<file path="src/rtl/pixel_addr_pkg.sv">
// Shared screen constants, scale helper and row-tracker state type for the
// frame-buffer address generator.
package pixel_addr_pkg;

  localparam int unsigned H_ACTIVE = 640;
  localparam int unsigned V_ACTIVE = 480;
  localparam int unsigned COORD_W  = 10;

  typedef enum logic [1:0] {
    IDLE,
    ACTIVE,
    BLANK
  } state_e;

  // Shift amount for a power-of-two replication factor (1, 2 or 4).
  function automatic int unsigned log2_scale(input int unsigned scale);
    if (scale == 4) return 2;
    if (scale == 2) return 1;
    return 0;
  endfunction

endpackage

</file>
<file path="src/rtl/region_address_gen_if.sv">
// Scan-coordinate in / buffer-address out bundle of the region address generator.
interface region_address_gen_if #(
  parameter int unsigned AW = 32
);
  logic                                 pixel_en;
  logic [pixel_addr_pkg::COORD_W-1:0]   x_pixel;
  logic [pixel_addr_pkg::COORD_W-1:0]   y_pixel;
  logic [AW-1:0]                        address;
  logic                                 addr_valid;
  logic                                 in_region;
  logic                                 frame_done;

  modport master (
    output pixel_en, x_pixel, y_pixel,
    input  address, addr_valid, in_region, frame_done
  );

  modport slave (
    input  pixel_en, x_pixel, y_pixel,
    output address, addr_valid, in_region, frame_done
  );
endinterface

</file>
<file path="src/rtl/region_row_tracker.sv">
// Tracks the frame-buffer row base address and the armed/region state,
// advancing only on the first pixel tick of each line.
module region_row_tracker
  import pixel_addr_pkg::*;
#(
  parameter int unsigned Y0     = 80,
  parameter int unsigned WIDTH  = 320,
  parameter int unsigned HEIGHT = 320,
  parameter int unsigned SCALE  = 1,
  parameter int unsigned BASE   = 212992,
  parameter int unsigned AW     = 32
) (
  input  logic               clk,
  input  logic               rst_n,
  input  logic               pixel_en_i,
  input  logic [COORD_W-1:0] x_pixel_i,
  input  logic [COORD_W-1:0] y_pixel_i,
  output logic [AW-1:0]      row_base_c_o,
  output logic               armed_c_o
);

  localparam int unsigned Y_END   = Y0 + HEIGHT * SCALE;
  localparam int unsigned ROW_MSK = SCALE - 1;
  localparam logic [AW-1:0] BASE_A  = AW'(BASE);
  localparam logic [AW-1:0] WIDTH_A = AW'(WIDTH);

  state_e        state_q, state_d;
  logic [AW-1:0] row_base_q, row_base_d;

  logic line_start_c;
  logic y_first_c;
  logic y_in_c;
  logic row_step_c;

  assign line_start_c = pixel_en_i && (x_pixel_i == '0);
  assign y_first_c    = (32'(y_pixel_i) == Y0);
  assign y_in_c       = (32'(y_pixel_i) >= Y0) && (32'(y_pixel_i) < Y_END);
  // A new source row starts every SCALE screen lines after the first.
  assign row_step_c   = y_in_c && (32'(y_pixel_i) > Y0) &&
                        (((32'(y_pixel_i) - Y0) & ROW_MSK) == 32'd0);

  always_ff @(posedge clk or negedge rst_n) begin
    if (!rst_n) begin
      state_q    <= IDLE;
      row_base_q <= BASE_A;
    end else begin
      state_q    <= state_d;
      row_base_q <= row_base_d;
    end
  end

  always_comb begin
    state_d    = state_q;
    row_base_d = row_base_q;
    if (line_start_c) begin
      if (y_first_c) begin
        row_base_d = BASE_A;
      end else if (row_step_c) begin
        row_base_d = row_base_q + WIDTH_A;
      end
      unique case (state_q)
        IDLE:          if (y_first_c) state_d = ACTIVE;
        ACTIVE, BLANK: state_d = y_in_c ? ACTIVE : BLANK;
        default:       state_d = IDLE;
      endcase
    end
  end

  // Next-state values are exported so the line-start tick already sees them.
  assign row_base_c_o = row_base_d;
  assign armed_c_o    = (state_d != IDLE);

endmodule

</file>
<file path="src/rtl/region_address_gen.sv">
// Pipelined frame-buffer read-address generator for a scaled display region,
// issuing each address LAT pixel ticks ahead of the scan position.
module region_address_gen
  import pixel_addr_pkg::*;
#(
  parameter int unsigned X0     = 160,
  parameter int unsigned Y0     = 80,
  parameter int unsigned WIDTH  = 320,
  parameter int unsigned HEIGHT = 320,
  parameter int unsigned SCALE  = 1,
  parameter int unsigned BASE   = 212992,
  parameter int unsigned AW     = 32,
  parameter int unsigned LAT    = 1
) (
  input  logic               clk,
  input  logic               rst_n,
  region_address_gen_if.slave bus
);

  localparam int unsigned SHIFT = log2_scale(SCALE);
  localparam int unsigned X_END = X0 + WIDTH * SCALE;
  localparam int unsigned Y_END = Y0 + HEIGHT * SCALE;
  localparam logic [AW-1:0] BASE_A = AW'(BASE);

  if (!(SCALE == 1 || SCALE == 2 || SCALE == 4)) begin : g_bad_scale
    $error("region_address_gen: SCALE must be 1, 2 or 4");
  end
  if (LAT < 1 || LAT > 4 || X0 < LAT) begin : g_bad_lat
    $error("region_address_gen: LAT must be 1..4 and not exceed X0");
  end
  if (X_END > H_ACTIVE || Y_END > V_ACTIVE) begin : g_bad_region
    $error("region_address_gen: region does not fit on the 640x480 screen");
  end

  logic [AW-1:0]      row_base_c;
  logic               armed_c;
  logic [COORD_W:0]   xl_c;
  logic               x_look_in_c, x_cur_in_c, y_in_c;
  logic               valid_c, last_c;
  logic [AW-1:0]      col_c, addr_c;

  logic [AW-1:0]      address_q;
  logic               addr_valid_q, in_region_q, frame_done_q;

  region_row_tracker #(
    .Y0     (Y0),
    .WIDTH  (WIDTH),
    .HEIGHT (HEIGHT),
    .SCALE  (SCALE),
    .BASE   (BASE),
    .AW     (AW)
  ) u_row_tracker (
    .clk          (clk),
    .rst_n        (rst_n),
    .pixel_en_i   (bus.pixel_en),
    .x_pixel_i    (bus.x_pixel),
    .y_pixel_i    (bus.y_pixel),
    .row_base_c_o (row_base_c),
    .armed_c_o    (armed_c)
  );

  // Lookahead column is one bit wider so it cannot wrap back into the region.
  assign xl_c        = {1'b0, bus.x_pixel} + (COORD_W + 1)'(LAT);
  assign x_look_in_c = (32'(xl_c) >= X0) && (32'(xl_c) < X_END);
  assign x_cur_in_c  = (32'(bus.x_pixel) >= X0) && (32'(bus.x_pixel) < X_END);
  assign y_in_c      = (32'(bus.y_pixel) >= Y0) && (32'(bus.y_pixel) < Y_END);

  assign valid_c = armed_c && x_look_in_c && y_in_c;
  assign col_c   = AW'((32'(xl_c) - X0) >> SHIFT);
  assign addr_c  = valid_c ? (row_base_c + col_c) : BASE_A;
  assign last_c  = valid_c && (32'(xl_c) == X_END - 1) && (32'(bus.y_pixel) == Y_END - 1);

  // frame_done self-clears on the next clk so it is a single-cycle pulse.
  always_ff @(posedge clk or negedge rst_n) begin
    if (!rst_n) begin
      address_q    <= '0;
      addr_valid_q <= 1'b0;
      in_region_q  <= 1'b0;
      frame_done_q <= 1'b0;
    end else begin
      frame_done_q <= bus.pixel_en && last_c;
      if (bus.pixel_en) begin
        address_q    <= addr_c;
        addr_valid_q <= valid_c;
        in_region_q  <= armed_c && x_cur_in_c && y_in_c;
      end
    end
  end

  assign bus.address    = address_q;
  assign bus.addr_valid = addr_valid_q;
  assign bus.in_region  = in_region_q;
  assign bus.frame_done = frame_done_q;

endmodule

</file>
<file path="src/flat_wrapper.sv">
// flat-port wrapper written by rule: the top's interface ports become plain ports
module region_address_gen_flat import pixel_addr_pkg::*;
#(
  parameter int unsigned X0     = 160,
  parameter int unsigned Y0     = 80,
  parameter int unsigned WIDTH  = 320,
  parameter int unsigned HEIGHT = 320,
  parameter int unsigned SCALE  = 1,
  parameter int unsigned BASE   = 212992,
  parameter int unsigned AW     = 32,
  parameter int unsigned LAT    = 1
)
  (clk, rst_n, bus_pixel_en, bus_x_pixel, bus_y_pixel, bus_address, bus_addr_valid, bus_in_region, bus_frame_done);
  region_address_gen_if #(.AW(AW)) bus_i ();
  input  logic clk;
  input  logic rst_n;
  input wire logic [$bits(bus_i.pixel_en)-1:0] bus_pixel_en;
  input wire logic [$bits(bus_i.x_pixel)-1:0] bus_x_pixel;
  input wire logic [$bits(bus_i.y_pixel)-1:0] bus_y_pixel;
  output wire logic [$bits(bus_i.address)-1:0] bus_address;
  output wire logic [$bits(bus_i.addr_valid)-1:0] bus_addr_valid;
  output wire logic [$bits(bus_i.in_region)-1:0] bus_in_region;
  output wire logic [$bits(bus_i.frame_done)-1:0] bus_frame_done;
  assign bus_i.pixel_en = bus_pixel_en;
  assign bus_i.x_pixel = bus_x_pixel;
  assign bus_i.y_pixel = bus_y_pixel;
  assign bus_address = bus_i.address;
  assign bus_addr_valid = bus_i.addr_valid;
  assign bus_in_region = bus_i.in_region;
  assign bus_frame_done = bus_i.frame_done;
  region_address_gen #(.X0(X0), .Y0(Y0), .WIDTH(WIDTH), .HEIGHT(HEIGHT), .SCALE(SCALE), .BASE(BASE), .AW(AW), .LAT(LAT)) u_core (.clk(clk), .rst_n(rst_n), .bus(bus_i));
endmodule
</file>
<file path="config.mk">
export PLATFORM = sky130hd
export DESIGN_NAME = region_address_gen_flat
export DESIGN_NICKNAME = d
export VERILOG_FILES = /design/src/rtl/pixel_addr_pkg.sv /design/src/rtl/region_address_gen_if.sv /design/src/rtl/region_row_tracker.sv /design/src/rtl/region_address_gen.sv /design/src/flat_wrapper.sv
export SDC_FILE = /design/constraint.sdc
export NUM_CORES = 1
export LEC_CHECK = 0
export BUFFER_PORTS_ARGS = -buffer_cell sky130_fd_sc_hd__buf_4
export CORE_ASPECT_RATIO = 1.25
export CORE_UTILIZATION = 35
export DETAILED_ROUTE_END_ITERATION = 8
export GPL_TIMING_DRIVEN = 0
export PLACE_DENSITY_LB_ADDON = 0.3
export SKIP_LAST_GASP = 1
export SLEW_MARGIN = 20
export SYNTH_ARGS = -nofsm -noshare
export SYNTH_HDL_FRONTEND = slang
export SYNTH_SLANG_ARGS = --single-unit
</file>
<file path="constraint.sdc">
create_clock -name clk -period 5.4 [get_ports clk]
set_input_delay 0 -clock clk [delete_from_list [all_inputs] [get_ports clk]]
set_output_delay 0 -clock clk [all_outputs]
set_load 0.05 [all_outputs]
</file>
**Word-level counts from Yosys, hierarchy flattened**

Cells that the tools add are included.

- Add/sub/neg operators: 4
- Magnitude comparators: 7
- Eq/ne operators: 5
- Mux-type cells: 8
- Reduce and logical (&&, ||, !) cells: 16

Operators by type and width:

| kind | number |
|---|---|
| $mux 32 | 4 |
| $add 32x32->32 | 1 |
| $add 32x9->32 const B | 1 |
| $lt 10x9->1 const B | 2 |
| $logic_and 1x1->1 | 12 |
| $sub 11x8->12 const B | 1 |
| $add 10x1->11 const B | 1 |
| $eq 11x9->1 const B | 1 |
| $ge 11x8->1 const B | 1 |
| $lt 11x9->1 const B | 1 |
| $eq 10x7->1 const B | 1 |
| $eq 10x9->1 const B | 1 |
| $ge 10x7->1 const B | 1 |
| $ge 10x8->1 const B | 1 |
| $gt 10x7->1 const B | 1 |
| $logic_not 10->1 | 1 |
| $mux 2 | 3 |
| $pmux 2 s2 | 1 |
| $eq 2x1->1 const B | 1 |
| $eq 2x2->1 const B | 1 |
| $logic_not 2->1 | 1 |
| $reduce_bool 2->1 | 1 |
| $reduce_or 2->1 | 1 |

- Bits in registers: 69
- Input bits: 23

**Depth between registers and ports, before layout**

Gate-level depths: netlist of run 1.

- Word-level depth: 11
- Depth in mapped cells: 23

**Cells and area by module**

A second synthesis of run 1 with hierarchy kept.

- Cells, all modules: 607
- Area total of the unflattened synthesis: 5280.1 um^2

By module, submodules not included:

| module | times used | cells an instance | area an instance (um^2) |
|---|---|---|---|
| region_address_gen | 1 | 402 | 3367.0 |
| region_row_tracker | 1 | 205 | 1913.1 |

**Least setup slack after synthesis of run 1**

No wires, ideal clock.

- Path type: input to register
- From: input port bus_x_pixel[5]
- To: register u_core.address_q[30] (netlist: u_core.bus.address[30])
- Arrival time: 4.066 ns
- Required time: 5.263 ns
- Slack: 1.197 ns
- Stages: 17
- Path buffers: 2
- Path through: buf_2 > or2_2 > a21oi_1 > a31oi_1 > a21o_1 > a21oi_1 > ha_1 > buf_2 > a21o_1 > a21o_1 > a21oi_1 > o21ai_0 > a211o_1 > a32o_1 > o311ai_1 > nor3b_1 > o32ai_1

- Word-level cells in the longest chain between the ends: 7

RTL lines:

| what | line | source |
|---|---|---|
| start, declared | flat_wrapper.sv:18 | `input wire logic [$bits(bus_i.x_pixel)-1:0] bus_x_pixel;` |
| parallel branches: the longest is 6 deep, another holds $add 32x32->32 | - |  |
| $mux 32 (*) | region_address_gen.sv:70 | `assign addr_c = valid_c ? (row_base_c + col_c) : BASE_A;` |
| end signal, assigned | region_address_gen.sv:83 | `address_q <= addr_c;` |
| end, declared | region_address_gen.sv:42 | `logic [AW-1:0] address_q;` |

Mark *: on every way between the ends.
A chain may end at the register's enable or synchronous reset.

**Final worst setup path of run 1**

- From: input port bus_y_pixel[0]
- To: register u_core.address_q[29] (netlist: u_core.bus.address[29])

RTL lines:

| what | line | source |
|---|---|---|
| start, declared | flat_wrapper.sv:19 | `input wire logic [$bits(bus_i.y_pixel)-1:0] bus_y_pixel;` |
| $ge 10x7->1 / $lt 10x9->1 (equally long branches) | region_row_tracker.sv:37 | `assign y_in_c = (32'(y_pixel_i) >= Y0) && (32'(y_pixel_i) < Y_END);` |
| $logic_and 1x1->1 | region_row_tracker.sv:37 |  |
| $logic_and 1x1->1 | region_row_tracker.sv:39 | `assign row_step_c = y_in_c && (32'(y_pixel_i) > Y0) &&` |
| $mux 32 | region_row_tracker.sv:58 | `end else if (row_step_c) begin` |
| $mux 32 (*) | region_row_tracker.sv:56 | `if (y_first_c) begin` |
| $mux 32 (*) | region_row_tracker.sv:55 | `if (line_start_c) begin` |
| via u_core.row_base_c[22] | region_address_gen.sv:35 | `logic [AW-1:0] row_base_c;` |
| $add 32x32->32 (*) | region_address_gen.sv:70 |  |
| $mux 32 (*) | region_address_gen.sv:70 |  |

Mark *: on every way through the listed nets, which the timed path passes. The rest lies on a longest branch.

==> results of run 1 <==
[flip-flops by register name, indices dropped and copies added (netlist names), named ones only]
signal	cells
u_core.bus.addr_valid	1
u_core.bus.address	32
u_core.bus.frame_done	1
u_core.bus.in_region	1
u_core.u_row_tracker.row_base_q	30
u_core.u_row_tracker.state_q	2
[power groups by stage]
stage / sequential [mW] / clock, mW / combinational (mW)
after global placement: 0.540 / 0 / 0.190
after CTS: 0.531 / 0.709 / 0.197
after floorplan: 0.568 / 0 / 0.0956
after detailed placement: 0.540 / 0 / 0.194
after global routing: 0.532 / 0.730 / 0.214
final: 0.531 / 0.699 / 0.196
[cell type report]
class	count	area share, %
inverters	29	1.72
repair buffers	56	6.86
clock buffers	11	3.84
flip-flops and latches	69	27.4
multi-input cells	462	52.7
clock inverters	5	1.70
plain buffers	30	2.26
well taps	178	3.53
[cells by family after synthesis]
group	count (synthesis)	share of synthesized area (%)
adder cells (fa/ha/maj)	40	9.59
flip-flops	69	32.7
AO/OA/AOI/OAI	168	21.9
buffers and inverters	59	4.75
multiplexers	11	2.36
XOR/XNOR	50	8.41
AND/OR/NAND/NOR	193	20.4
[per-layer routing]
layer  part of all wire [%]  GRT usage, %  wire length, um  vias up
met3                    2.7          2.92              410       20
met1                     43          23.7             6450     2286
met4                    1.9          6.60              293        0
li1                       -             -                -     2315
met5                      0             0                0        -
met2                     53          36.4             7990       95
[critical path: stages]
cell and delay (ps):
dlygate4sd3_1 520, buf_4 110, nor4bb_1 50, and3_1 190, clkbuf_1 190, or4b_4 560
buf_6 160, nor2_1 220, and4_1 220, clkbuf_1 220, xnor2_1 160, nor2_1 90
ha_1 310, clkbuf_1 210, a21oi_1 180, inv_1 80, a21o_1 170, a21oi_1 260
o21bai_1 100, a21oi_1 140, o21ai_0 90, a21oi_1 300, o21ai_0 190, xor2_1 190
a22o_1 210
[how the worst min path moves through the flow]
stage | from | to | slack, ps | depth (start not counted)
after global placement | rst_n | u_core.u_row_tracker.row_base_q[23] | 180 | 1
final | bus_x_pixel[8] | u_core.bus.in_region | 40 | 3
after CTS | bus_x_pixel[8] | u_core.bus.in_region | 30 | 3
after global routing | bus_x_pixel[8] | u_core.bus.in_region | 60 | 3
after floorplan | rst_n | async pin | -300 | 0
after detailed placement | rst_n | u_core.u_row_tracker.row_base_q[22] | 200 | 1
[placed cells by master, fill, tap and decap left out, types with 6 or more instances in the layout]
cell | synthesis | final
buf_4 | 0 | 53
clkbuf_1 | 21 | 22
buf_2 | 6 | 6
nand4_1 | 12 | 12
inv_1 | 29 | 29
nand2_1 | 40 | 40
a21o_1 | 22 | 22
nand3_1 | 24 | 24
and2_1 | 6 | 6
xor2_1 | 25 | 25
clkbuf_16 | 0 | 9
xnor2_1 | 24 | 24
nor2_1 | 41 | 41
a21oi_1 | 45 | 44
or3_1 | 8 | 8
dfrtp_1 | 66 | 66
nor3_1 | 11 | 11
mux2i_1 | 8 | 8
o21ai_0 | 26 | 26
a22o_1 | 17 | 17
ha_1 | 39 | 39
and3_1 | 17 | 17
[per-stage QoR]
stage | total power, mW | util [%]
floorplan | 0.663 | -
global placement | 0.730 | 40.5
detailed placement | 0.735 | 40.7
CTS | 1.44 | 43.3
global route | 1.48 | 43.3
finish | 1.43 | 43.3
==> results.md, run 1 <==
* Max_cap viols at 0
* Crit path DAT at 5140 ps
* Clk_lat worst skew at 340 ps
* TNS Setup at 0 ps
* Post-synth top area cell: dfrtp_1
* FF-to-FF End: u_core.bus.address[29]
* First-pass GRT wire length at 24400 um
* Starting Density at 36.3%
* DP HPWL at 11600 um
* Power Internal at 1.06 mW
* P_sw at 0.368 mW
* RSZ-0062 raised after global routing: false
* Outcome: complete, but fails checks
* CP max FO at 9
* Worst Setup EP: u_core.bus.address[29]
* Max Freq at 0.203 GHz
* Crit Path Category: input pin to register
* Layout Cell Area excl Fill at 0.00631 mm^2
* CTS tree: built
* Clock share of power at 49.0%
* Worst hold path class: input pin to register
* Die Y at 140 um
* Clock skew at 6.42 ps
* Hold Vio Cnt, Final at 0
* Part of the power in combinational logic at 13.7%
* Pwr dens at 226 mW/mm^2
* Flop2flop setup slack at 570 ps
* Synthesis-stage register bit count at 69
* GRT Total Usage at 19.9%
* Site row count at 49
* Total CTS buffers at 9
* Remaining antenna violation count at 0
* Fin cells at 840
* Static Leak at 3.09 nW
* Synth top area share at 31.2%
* Post-Place Cells at 822
* Post-Synthesis Cells at 590
* Die area at 0.0156 mm^2
* Reg area at 0.00173 mm^2
* DR WL/cell at 18.0 um
* Slew Viols, Final at 0
* Synth cell types at 72
* Ports at 58
* Core Region at 0.0146 mm^2
* Setup-failing EPs final at 0
* Post-route DRC at 6
* Rel. slew slack at 39.0%
* Area grow syn2layout at 19.2%
* Clock Sink Count at 69
* Largest net degree at the start of global routing at 70
* Drt total wl at 15200 um
* CTS resizes at 0
* Share of layout cells above drive strength 1 at 15.9%
* Post-CTS setup buffers at 0
* Placed Area at 0.00594 mm^2
* Crit end category: register
* Failing checks: design-rule violations
* Crit path launch type: input pin
* CTS Buffer Depth at 2
* Avg Cell Area, Syn at 8.98 um^2
* Min Tclk post-route at 4920 ps
* Diode count at 0
* H-Tree Level Count at 3
* Multi-input gate area at 0.00333 mm^2
* R2R depth at 23
* Switching Share at 25.8%
* Final setup margin at 481 ps
* Number of vias per cell at 5.61
* Async S/R FF share, synth at 100%
* Synth cell count leaders: dfrtp_1, a21oi_1, nor2_1
* Grt total ovfl at 0
* Worst Tran Pin Value at 915 ps
* Vias in the first global route at 4831
* DR pass1 iterations at 9
* Placer Congestion at 0.872
* CP required at 5620 ps
* Number of port buffers at 52
* Placement Setup Slack at 488 ps
* Nets at 720
* Tcrit/Tclk final at 91.1%
* # hold bufs at CTS at 2
* Most common cell in the netlist: dfrtp_1
* Largest cells by area after synthesis: dfrtp_1, ha_1, a21oi_1
* Fillers at 1482
* Register share of total power at 37.3%
* Via Count at 4716
* Synth warn at 0
* Sequential cell area fraction in the yosys report at 32.7%
* Mapped Area at 0.00530 mm^2
* DRT iter0 DRCs at 194
* Synth Flop Type: dfrtp_1
* Fin Hold WS at 35.4 ps
* Root Driver: clkbuf_16
* Setup crit start: bus_y_pixel[0]
* Number of synthesized flops with an enable pin at 0
* Clock transition at path regs at 50 ps
* Initial antenna violation count at 0
* Net Count, Synth at 653
* Die width at 112 um
* Worst VDD drop at 157 uV
Note: power is estimated with default switching activity, not from simulation.
==> inputs of run 2 (changes only) <==
ABC_AREA = 1   (was default)
==> run 2 against run 1 <==
The flow now finishes without violations. Cell area up 4.6%. Clock skew shrank 1.4 ps. Critical path depth unchanged. Non-clock buffer count is 19 lower. First-iteration DRC count increased by 49%. Via count is 17% higher. Wire length hardly changed. Synthesized cell count is 37% higher. Largest power group unchanged. Highest routed layer unchanged.
==> results.md, run 2 <==
* Synthesis-stage register bit count at 69 (unchanged)
* Max_cap viols at 0 (unchanged)
* Setup-failing EPs final at 0 (unchanged)
* Hold path startpoint: bus_x_pixel[9] (was bus_x_pixel[8])
* Sequential cell area fraction in the yosys report at 31.2% (was 32.7%)
* Flop2flop setup slack at 1620 ps (was 570 ps)
* Rel. slew slack at 40.2% (was 39.0%)
* Post-layout util at 42.6% (was 43.3%)
* Crit Path Category: input pin to register (unchanged)
* Number of port buffers at 56 (was 52)
* Grt total ovfl at 0 (unchanged)
* Async S/R FF share, synth at 100% (unchanged)
* Largest cells by area after synthesis: dfrtp_1, nand2_1, ha_1 (was dfrtp_1, ha_1, a21oi_1)
* First-pass GRT wire length at 24500 um (was 24400 um)
* Synth Flop Type: dfrtp_1 (unchanged)
* Initial antenna violation count at 0 (unchanged)
* Post-Synthesis Cells at 809 (was 590)
* Worst Tran Pin Value at 897 ps (was 915 ps)
* Most common cell in the netlist: nand2_1 (was dfrtp_1)
* Static Leak at 3.34 nW (was 3.09 nW)
* Placed Area at 0.00623 mm^2 (was 0.00594 mm^2)
* Post-synth top area cell: dfrtp_1 (unchanged)
* # hold bufs at CTS at 2 (unchanged)
* Post-CTS setup buffers at 0 (unchanged)
* Net Count, Synth at 872 (was 653)
* Hold endpoint: u_core.bus.in_region (unchanged)
* Clk_lat worst skew at 350 ps (was 340 ps)
* Die area at 0.0164 mm^2 (was 0.0156 mm^2)
* Placer Congestion at 0.955 (was 0.872)
* Die width at 115 um (was 112 um)
* Outcome: completed (was complete, but fails checks)
* Share of layout cells above drive strength 1 at 14.7% (was 15.9%)
* Worst hold path class: input pin to register (unchanged)
* Total CTS buffers at 9 (unchanged)
* CTS tree: built (unchanged)
* Clock skew at 5.00 ps (was 6.42 ps)
* Ports at 58 (unchanged)
* Largest net degree at the start of global routing at 70 (unchanged)
* Crit end category: register (unchanged)
* Vias in the first global route at 5266 (was 4831)
* Synth cell types at 48 (was 72)
* Max reg flops at 32 (unchanged)
* Min Tclk post-route at 4040 ps (was 4920 ps)
* Post-Place Cells at 1077 (was 822)
* RSZ-0062 raised after global routing: false (unchanged)
* Die Y at 143 um (was 140 um)
* CP max FO at 10 (was 9)
* Mapped Area at 0.00555 mm^2 (was 0.00530 mm^2)
* Clock transition at path regs at 60 ps (was 50 ps)
* GRT Total Usage at 19.4% (was 19.9%)
* Number of vias per cell at 5.04 (was 5.61)
* Max Freq at 0.248 GHz (was 0.203 GHz)
* DRT iter0 DRCs at 289 (was 194)
* TNS Setup at 0 ps (unchanged)
* Crit path DAT at 4270 ps (was 5140 ps)
* Most common cell after layout, fill and taps aside: nand2_1 (was dfrtp_1)
* Drt total wl at 15200 um (about the same)
* Nets at 941 (was 720)
* Layout Cell Area excl Fill at 0.00660 mm^2 (was 0.00631 mm^2)
* Area grow syn2layout at 19.0% (was 19.2%)
* Slew Viols, Final at 0 (unchanged)
* DP HPWL at 11900 um (was 11600 um)
* Starting Density at 35.8% (was 36.3%)
* Synth cell count leaders: nand2_1, inv_1, nor2_1 (was dfrtp_1, a21oi_1, nor2_1)
* Fin cells at 1095 (was 840)
* Post-route DRC at 0 (was 6)
* Core Region at 0.0155 mm^2 (was 0.0146 mm^2)
* Tot Pwr at 1.52 mW (was 1.43 mW)
* Worst VDD drop at 117 uV (was 157 uV)
* Clock Sink Count at 69 (unchanged)
* Remaining antenna violation count at 0 (unchanged)
* Via Count at 5519 (was 4716)
* Tcrit/Tclk final at 74.7% (was 91.1%)
* Pwr dens at 230 mW/mm^2 (was 226 mW/mm^2)
* DR pass1 iterations at 5 (was 9)
* CP required at 5640 ps (was 5620 ps)
* Diode count at 0 (unchanged)
* R2R depth at 18 (was 23)
* Synth warn at 0 (unchanged)
* Hold Vio Cnt, Final at 0 (unchanged)
* Root Driver: clkbuf_16 (unchanged)
* Synth top area share at 29.8% (was 31.2%)
* CTS Buffer Depth at 2 (unchanged)
* CTS resizes at 0 (unchanged)
* Crit path launch type: input pin (unchanged)
* DR WL/cell at 13.8 um (was 18.0 um)
* Number of synthesized flops with an enable pin at 0 (unchanged)
* Commonest cells after routing, fill and taps aside: nand2_1, inv_1, nor2_1, dfrtp_1, a21oi_1 (was dfrtp_1, buf_4, a21oi_1, nor2_1, nand2_1)
* H-Tree Level Count at 3 (unchanged)
* Site row count at 51 (was 49)
* FF-to-FF End: u_core.bus.address[30] (was u_core.bus.address[29])
* Avg Cell Area, Syn at 6.86 um^2 (was 8.98 um^2)
* Worst Hold Depth at 4 (was 3)
-- run 2: area by class of cell --
class	count	area (um^2)
multi-input cells	621	3350
clock inverters	6	110
inverters	110	413
fillers	1707	8900
flip-flops and latches	69	1730
clock buffers	10	239
repair buffers	58	440
plain buffers	9	52.6
well taps	212	265
-- run 2: cells by family after synthesis --
group | share of synthesized area [%]
and+or+nand+nor | 35.3
AOI/OAI and AO/OA | 14.6
buffers and inverters | 8.39
DFF | 31.2
adders and majority gates | 9.16
xor gates and xnor gates | 1.42
-- run 2: worst max path at each step --
stage,from,to,slack [ps],depth (start not counted)
after floorplan,bus_x_pixel[0],u_core.bus.address[30],2260,28
after global placement,bus_x_pixel[0],u_core.bus.address[24],1380,26
after detailed placement,bus_x_pixel[0],u_core.bus.address[24],1340,26
after CTS,bus_pixel_en,u_core.bus.address[28],1380,25
after global routing,bus_pixel_en,u_core.bus.address[24],930,25
final,bus_pixel_en,u_core.bus.address[28],1360,25
-- run 2: stage by stage --
step,setup slack (ps),hold slack [ps]
final,1360,19.4
after detailed placement,1340,204
after global routing,935,54.2
after floorplan,2260,-296
after CTS,1380,17.3
after global placement,1380,201
-- run 2: where the power goes --
group | switching (mW) | internal (mW)
logic | 0.187 | 0.0865
clock network | 0.239 | 0.462
registers | 0.00873 | 0.532
-- run 2: routing by layer --
metal / wire [um] / track usage (%) / up-vias / share of wire (%)
met5: 0 / 0 / - / 0
met4: 301 / 7.38 / 0 / 2.0
li1: - / - / 2819 / -
met2: 7630 / 34.9 / 129 / 50
met3: 676 / 4.63 / 21 / 4.5
met1: 6550 / 22.0 / 2550 / 43
-- run 2: critical path: stages --
cell,delay [ps]
dlygate4sd3_1,540
buf_4,170
nand2_1,60
inv_1,50
nand3_2,100
nor2_4,60
nand2_1,130
clkbuf_1,470
inv_1,300
nor2_1,190
ha_1,160
inv_1,60
fa_1,400
o21ai_0,410
nand2_1,100
o311ai_0,160
nand3_1,200
nand2_1,150
nand2_1,80
inv_2,70
nand3b_1,140
nand2_1,90
nand2_1,50
nand3_1,70
nand2_1,60
